### config.mk
export PLATFORM = sky130hd
export DESIGN_NAME = frame_column_loader_flat
export DESIGN_NICKNAME = d
export VERILOG_FILES = /design/src/rtl/frame_column_loader_if.sv /design/src/rtl/frame_column_loader.sv /design/src/flat_wrapper.sv
export SDC_FILE = /design/constraint.sdc
export NUM_CORES = 1
export LEC_CHECK = 0
export CORE_ASPECT_RATIO = 0.9
export CORE_MARGIN = 3
export CORE_UTILIZATION = 45
export DETAILED_ROUTE_END_ITERATION = 10
export PLACE_DENSITY_LB_ADDON = 0.05
export SETUP_SLACK_MARGIN = 0.4
export SYNTH_ARGS = -nofsm -noshare
export SYNTH_HDL_FRONTEND = slang
export SYNTH_SLANG_ARGS = --single-unit
### constraint.sdc
create_clock -name UserCLK -period 3.2 [get_ports UserCLK]
set_clock_uncertainty 0.05 [all_clocks]
set_input_delay 0.8 -clock UserCLK [delete_from_list [all_inputs] [get_ports UserCLK]]
set_output_delay 0.8 -clock UserCLK [all_outputs]
set_load 0.02 [all_outputs]
### src/rtl/frame_column_loader_if.sv
// Valid/ready word stream carrying frame packets into the column loader.
interface frame_column_loader_if #(
    parameter int W = 32
);
    logic [W-1:0] s_data;
    logic         s_valid;
    logic         s_ready;

    modport master (output s_data, output s_valid, input s_ready);
    modport slave  (input s_data, input s_valid, output s_ready);
endinterface

### src/rtl/frame_column_loader.sv
// Unpacks header + NumRows data words into the column's FrameData slices and
// fires a single one-hot FrameStrobe line to commit the frame into the tiles.
//
// state  | meaning
// HEADER | waiting for a header word; bad sync words are dropped
// LOAD   | collecting data words into row slices 0..NumRows-1
// STROBE | FrameStrobe[index] high for StrobeCycles cycles
// HOLD   | one-cycle latch hold margin; frame_done if a strobe was issued
module frame_column_loader #(
    parameter int          FrameBitsPerRow = 32,
    parameter int          MaxFramesPerCol = 20,
    parameter int          NumRows         = 4,
    parameter int          StrobeCycles    = 1,
    parameter logic [15:0] SyncWord        = 16'hFAB1
) (
    input  logic                               UserCLK,
    input  logic                               Reset,
    frame_column_loader_if.slave               s_stream,
    input  logic                               err_clr,
    output logic [NumRows*FrameBitsPerRow-1:0] FrameData,
    output logic [MaxFramesPerCol-1:0]         FrameStrobe,
    output logic                               busy,
    output logic                               frame_done,
    output logic                               err_sync,
    output logic                               err_index
);
    localparam int CntW = (NumRows > 1) ? $clog2(NumRows) : 1;

    typedef enum logic [1:0] {HEADER, LOAD, STROBE, HOLD} state_t;

    state_t                             state_q;
    logic [7:0]                         index_q;
    logic [CntW-1:0]                    word_cnt_q;
    logic [3:0]                         strobe_cnt_q;
    logic [NumRows*FrameBitsPerRow-1:0] frame_data_q;
    logic [MaxFramesPerCol-1:0]         frame_strobe_q;
    logic                               frame_done_q;
    logic                               err_sync_q;
    logic                               err_index_q;
    logic                               ready;
    logic                               xfer;

    // Ready depends on state only so the upstream source can never loop through us.
    assign ready           = (state_q == HEADER) || (state_q == LOAD);
    assign s_stream.s_ready = ready;
    assign xfer            = s_stream.s_valid && ready;

    always_ff @(posedge UserCLK) begin
        if (Reset) begin
            state_q        <= HEADER;
            index_q        <= '0;
            word_cnt_q     <= '0;
            strobe_cnt_q   <= '0;
            frame_data_q   <= '0;
            frame_strobe_q <= '0;
            frame_done_q   <= 1'b0;
            err_sync_q     <= 1'b0;
            err_index_q    <= 1'b0;
        end else begin
            frame_done_q <= 1'b0;
            // Clear first so a coincident error event below takes priority.
            if (err_clr) begin
                err_sync_q  <= 1'b0;
                err_index_q <= 1'b0;
            end
            case (state_q)
                HEADER: begin
                    if (xfer) begin
                        if (s_stream.s_data[31:16] == SyncWord) begin
                            index_q    <= s_stream.s_data[7:0];
                            word_cnt_q <= '0;
                            state_q    <= LOAD;
                        end else begin
                            err_sync_q <= 1'b1;
                        end
                    end
                end
                LOAD: begin
                    if (xfer) begin
                        for (int r = 0; r < NumRows; r++) begin
                            if (word_cnt_q == CntW'(r)) begin
                                frame_data_q[r*FrameBitsPerRow +: FrameBitsPerRow] <= s_stream.s_data;
                            end
                        end
                        if (word_cnt_q == CntW'(NumRows - 1)) begin
                            word_cnt_q <= '0;
                            if (int'(index_q) < MaxFramesPerCol) begin
                                for (int i = 0; i < MaxFramesPerCol; i++) begin
                                    frame_strobe_q[i] <= (int'(index_q) == i);
                                end
                                strobe_cnt_q <= 4'(StrobeCycles - 1);
                                state_q      <= STROBE;
                            end else begin
                                err_index_q <= 1'b1;
                                state_q     <= HOLD;
                            end
                        end else begin
                            word_cnt_q <= word_cnt_q + 1'b1;
                        end
                    end
                end
                STROBE: begin
                    if (strobe_cnt_q == 4'd0) begin
                        frame_strobe_q <= '0;
                        frame_done_q   <= 1'b1;
                        state_q        <= HOLD;
                    end else begin
                        strobe_cnt_q <= strobe_cnt_q - 4'd1;
                    end
                end
                HOLD: begin
                    state_q <= HEADER;
                end
                default: begin
                    state_q <= HEADER;
                end
            endcase
        end
    end

    assign FrameData   = frame_data_q;
    assign FrameStrobe = frame_strobe_q;
    assign busy        = (state_q != HEADER);
    assign frame_done  = frame_done_q;
    assign err_sync    = err_sync_q;
    assign err_index   = err_index_q;
endmodule

### src/flat_wrapper.sv
// flat-port wrapper written by rule: the top's interface ports become plain ports
module frame_column_loader_flat 
#(
    parameter int          FrameBitsPerRow = 32,
    parameter int          MaxFramesPerCol = 20,
    parameter int          NumRows         = 4,
    parameter int          StrobeCycles    = 1,
    parameter logic [15:0] SyncWord        = 16'hFAB1
)
  (UserCLK, Reset, err_clr, FrameData, FrameStrobe, busy, frame_done, err_sync, err_index, s_stream_s_data, s_stream_s_valid, s_stream_s_ready);
  frame_column_loader_if #(.W((32))) s_stream_i ();
  input  logic UserCLK;
  input  logic Reset;
  input  logic err_clr;
  output logic [NumRows*FrameBitsPerRow-1:0] FrameData;
  output logic [MaxFramesPerCol-1:0] FrameStrobe;
  output logic busy;
  output logic frame_done;
  output logic err_sync;
  output logic err_index;
  input wire logic [$bits(s_stream_i.s_data)-1:0] s_stream_s_data;
  input wire logic [$bits(s_stream_i.s_valid)-1:0] s_stream_s_valid;
  output wire logic [$bits(s_stream_i.s_ready)-1:0] s_stream_s_ready;
  assign s_stream_i.s_data = s_stream_s_data;
  assign s_stream_i.s_valid = s_stream_s_valid;
  assign s_stream_s_ready = s_stream_i.s_ready;
  frame_column_loader #(.FrameBitsPerRow(FrameBitsPerRow), .MaxFramesPerCol(MaxFramesPerCol), .NumRows(NumRows), .StrobeCycles(StrobeCycles), .SyncWord(SyncWord)) u_core (.UserCLK(UserCLK), .Reset(Reset), .s_stream(s_stream_i), .err_clr(err_clr), .FrameData(FrameData), .FrameStrobe(FrameStrobe), .busy(busy), .frame_done(frame_done), .err_sync(err_sync), .err_index(err_index));
endmodule
==> reports/qor.log <==
INFO  status         status=complete, no violations
INFO  synth          synth_largest_area_cell=sky130_fd_sc_hd__dfxtp_1
INFO  routing        route.layer.met1.wl=8.15mm
INFO  routing        detail_route.vias_per_cell=5.21
INFO  sta            report.final.hold_viol_count=0
INFO  setup_path     r2r-end=u_core.FrameStrobe[5]
INFO  hold_path      hold_crit_class=reg2reg
INFO  routing        detailedRoute.firstIterationViolations=343
INFO  routing        detailroute.via_count=5983
INFO  floorplan      rows=40
INFO  sta            min_period=2.65ns
INFO  synth          synth_enable_flop_cells=0
INFO  floorplan      initial_utilization=47.1%
INFO  setup_path     rrSetupSlack=1.15ns
INFO  synth          yosys.area.top_type_share=51.9%
INFO  setup_path     r2r_cells=5
INFO  synth          cell_area_after_synthesis=0.00644sqmm
INFO  clock_network  ctsLongestPathBuffers=2
INFO  synth          synthesis.instances=771
INFO  grt            gr-total-overflow=0
INFO  sta            timing_worst_slew_pin_value=0.842ns
INFO  place          hpwlAfterDp=13.2mm
INFO  hold_path      holdCritStartpoint=u_core.FrameData[80]
INFO  synth          async_reset_ff_share=0%
INFO  sta            finalCritPeriodShare=82.9%
INFO  clock_network  post-cts-setup-buffer-count=0
INFO  setup_path     start_kind=flip-flop
INFO  sta            finalMaxSlewViolations=0
INFO  setup_path     critical_path_peak_fanout=4
INFO  sta            final.setup.tns=0ns
INFO  sta            timing.final.setup_violations=0
INFO  setup_path     worstReg2RegStart=u_core.state_q[0]
INFO  clock_network  cts_hold_buf=0
INFO  clock_network  cts_tree=yes
INFO  finish         layout.nets=992
INFO  routing        route.final.wire_length=19.4mm
INFO  synth          post_synth_most_frequent_cells=274 x sky130_fd_sc_hd__nand2_1, 167 x sky130_fd_sc_hd__dfxtp_1, 145 x sky130_fd_sc_hd__a21oi_1, 44 x sky130_fd_sc_hd__clkbuf_1, 15 x sky130_fd_sc_hd__nand3_1
INFO  clock_network  clk_latency=0.43ns
INFO  routing        met3WireLength=1.57mm
INFO  clock_network  cts_made_buffers=17
INFO  clock_network  cts.htree.levels=4
INFO  finish         layout.cell_area.non_filler=0.00910sqmm
INFO  finish         antenna-diode-count=0
INFO  sta            relSlewSlack=43.8%
INFO  synth          syn-num-nets=816
INFO  job            maxCapViolations=0
INFO  floorplan      core_area=0.0137sqmm
INFO  power          peakVddDrop=0.382mV
INFO  synth          post_synth_main_area_contributors=sky130_fd_sc_hd__dfxtp_1 52%, sky130_fd_sc_hd__nand2_1 16%, sky130_fd_sc_hd__a21oi_1 11%, sky130_fd_sc_hd__clkbuf_1 2.6%, sky130_fd_sc_hd__ha_1 1.7%
INFO  synth          synth-main-ff-cell=sky130_fd_sc_hd__dfxtp_1
INFO  routing        route.detailed.wl_per_inst=16.9microns
INFO  finish         sequential_cell_area=0.00334sqmm
INFO  grt            groute.usage.overall=24.3%
INFO  grt            grt_pass1_vias=5834
INFO  synth          yosys_warnings=0
INFO  finish         multi_input_area=0.00284sqmm
INFO  power          p_per_area=473mW/mm^2
INFO  hold_path      hold-path-cell-count=2
INFO  routing        top_signal_layer_used=met4
INFO  routing        detailedRoute.firstPassIterationCount=5
INFO  routing        met2WireLength=9.32mm
INFO  clock_network  cts_sinks=167
INFO  floorplan      floorplan.io_pins=189
INFO  grt            largest_net_degree_at_the_start_of_global_routing=81
INFO  routing        remaining_drc_errors=0
INFO  sta            achievable-frequency=377MHz
INFO  place          numPortBuffers=188
INFO  finish         layout.filler_cells=1125
INFO  finish         drive_gt1_share=6.99%
INFO  setup_path     worstSetupPathType=reg2out
INFO  setup_path     timing.critical_path.required=2.35ns
INFO  synth          synth_seq_area_share=51.9%
INFO  setup_path     end_kind=output port
INFO  setup_path     worst_ep_arrival_time=1.80ns
INFO  floorplan      horizontal_extent_of_the_die=132microns
INFO  synth          ys_types=57
INFO  floorplan      die_footprint=0.0158sqmm
INFO  grt            antenna_found_initial=0
INFO  power          cellLeakagePower=3.07nW
INFO  place          placement.cell_area=0.00850sqmm
INFO  hold_path      hold-path-endpoint=u_core.FrameData[80]
INFO  synth          syn_avg_cell_area=8.35squm
INFO  routing        drtAntennaViolNets=0
INFO  floorplan      die_h=119microns
INFO  synth          synth_most_common_cell=sky130_fd_sc_hd__nand2_1
INFO  clock_network  cts.reportedPaths.clkPinSlew=0.06ns
INFO  place          gp_congestion=0.826
INFO  finish         area_delta_synth_final=41.2%
INFO  clock_network  clockRootBuffer=sky130_fd_sc_hd__clkbuf_16
INFO  synth          seq_cells_post_synth=167
INFO  sta            unrepaired_setup_endpoints_after_global_routing=no
INFO  grt            wire_length_of_the_first_global_routing_pass=30.6mm
sequential cells by signal, indices dropped and copies added, names as in the netlist:
signal,cells
u_core.FrameData,128
u_core.err_index,1
u_core.state_q,2
u_core.FrameStrobe,20
u_core.strobe_cnt_q,4
u_core.err_sync,1
u_core.frame_done,1
u_core.index_q,8
u_core.word_cnt_q,2
logic make-up (layout without fill, tap and decap cells):
logic type                 after synthesis  in the layout  share of synthesized area, %
muxes                                    8              8                          1.24
adders and majority gates                9              9                          1.75
buffers and inverters                   61            249                          4.02
and+or+nand+nor                        342            342                          24.9
DFF                                    167            167                          51.9
AOI/OAI and AO/OA                      184            184                          16.2
power by group:
part | leakage [nW] | switching, mW | internal [mW]
logic | 1.43 | 0.0842 | 0.0532
registers | 1.34 | 0.000533 | 2.08
clock network | 0.293 | 0.803 | 1.28
total | 3.07 | 0.888 | 3.41
layer usage:
layer  track usage [%]  vias up
met5                 0        -
met4              7.68        0
met3              9.43       28
met2              39.9      215
met1              29.4     2810
li1                  -     2930
how the worst max path moves through the flow:
stage	start	end	slack (ns)	cells past startpoint
finish	u_core.state_q[0]	s_stream_s_ready	0.55	4
global route	u_core.state_q[0]	s_stream_s_ready	0.46	4
CTS	u_core.state_q[1]	s_stream_s_ready	0.43	4
detailed placement	s_stream_s_data[20]	u_core.index_q[3]	0.36	5
global placement	s_stream_s_data[20]	u_core.index_q[1]	0.51	5
floorplan	s_stream_s_data[22]	u_core.state_q[0]	1.20	4
layout make-up:
cell class / count / share of cell area [%]
clock buffer: 23 / 5.25
clock inverter: 8 / 1.33
inverter: 10 / 0.413
multi-input combinational: 543 / 31.2
sequential: 167 / 36.8
tap: 189 / 2.60
timing repair buffer: 208 / 22.4
placed cells by master (no fill, tap or decap), drive strengths merged, types with 2 or more instances in the layout:
master	synthesis	final
dfxtp	167	167
nand4	3	3
nor2b	6	6
nand3	16	16
clkinv	0	4
and3	5	5
and4b	2	2
nor3	3	3
o21ai	14	14
a32o	8	8
dlygate4sd2	0	2
or4	2	2
mux2i	8	8
nor2	5	5
clkbuf	45	23
o31ai	3	3
bufinv	0	3
nand4bb	3	3
clkdlybuf4s50	0	185
nand2	275	275
nor3b	2	2
nor4	2	2
ha	9	9
o31a	2	2
or4b	2	2
nor4b	2	2
nand4b	2	2
a21oi	145	145
inv	10	10
and2	2	2
buf	6	21
a22o	4	4
and4bb	2	2
worst max-delay path: stages (launching register included):
cell,delay (ns)
sky130_fd_sc_hd__dfxtp_1,0.36
sky130_fd_sc_hd__inv_1,0.11
sky130_fd_sc_hd__ha_1,0.24
sky130_fd_sc_hd__or2_2,0.33
sky130_fd_sc_hd__dlygate4sd2_1,0.34
what timing repair did:
| item | CTS | global route |
|---|---|---|
| setup endpoints to repair | 2 | 1 |
| cloned | 0 | 0 |
| resized for setup | 2 | 1 |
| pin swaps | 0 | 0 |
per-stage QoR:
step                      total power [mW]  hold WS [ns]  setup slack (ns)  cells  util (%)
after global placement                2.26         0.392             0.508   1117      62.2
final                                 4.30         0.402             0.546   1148      66.6
after detailed placement              2.26         0.396             0.361   1117      62.2
after floorplan                       2.18         0.412              1.20    771         -
after global routing                  4.42         0.421             0.462   1148      66.6
after CTS                             4.33         0.404             0.427   1148      66.6
(Power assumes the default switching activity.)
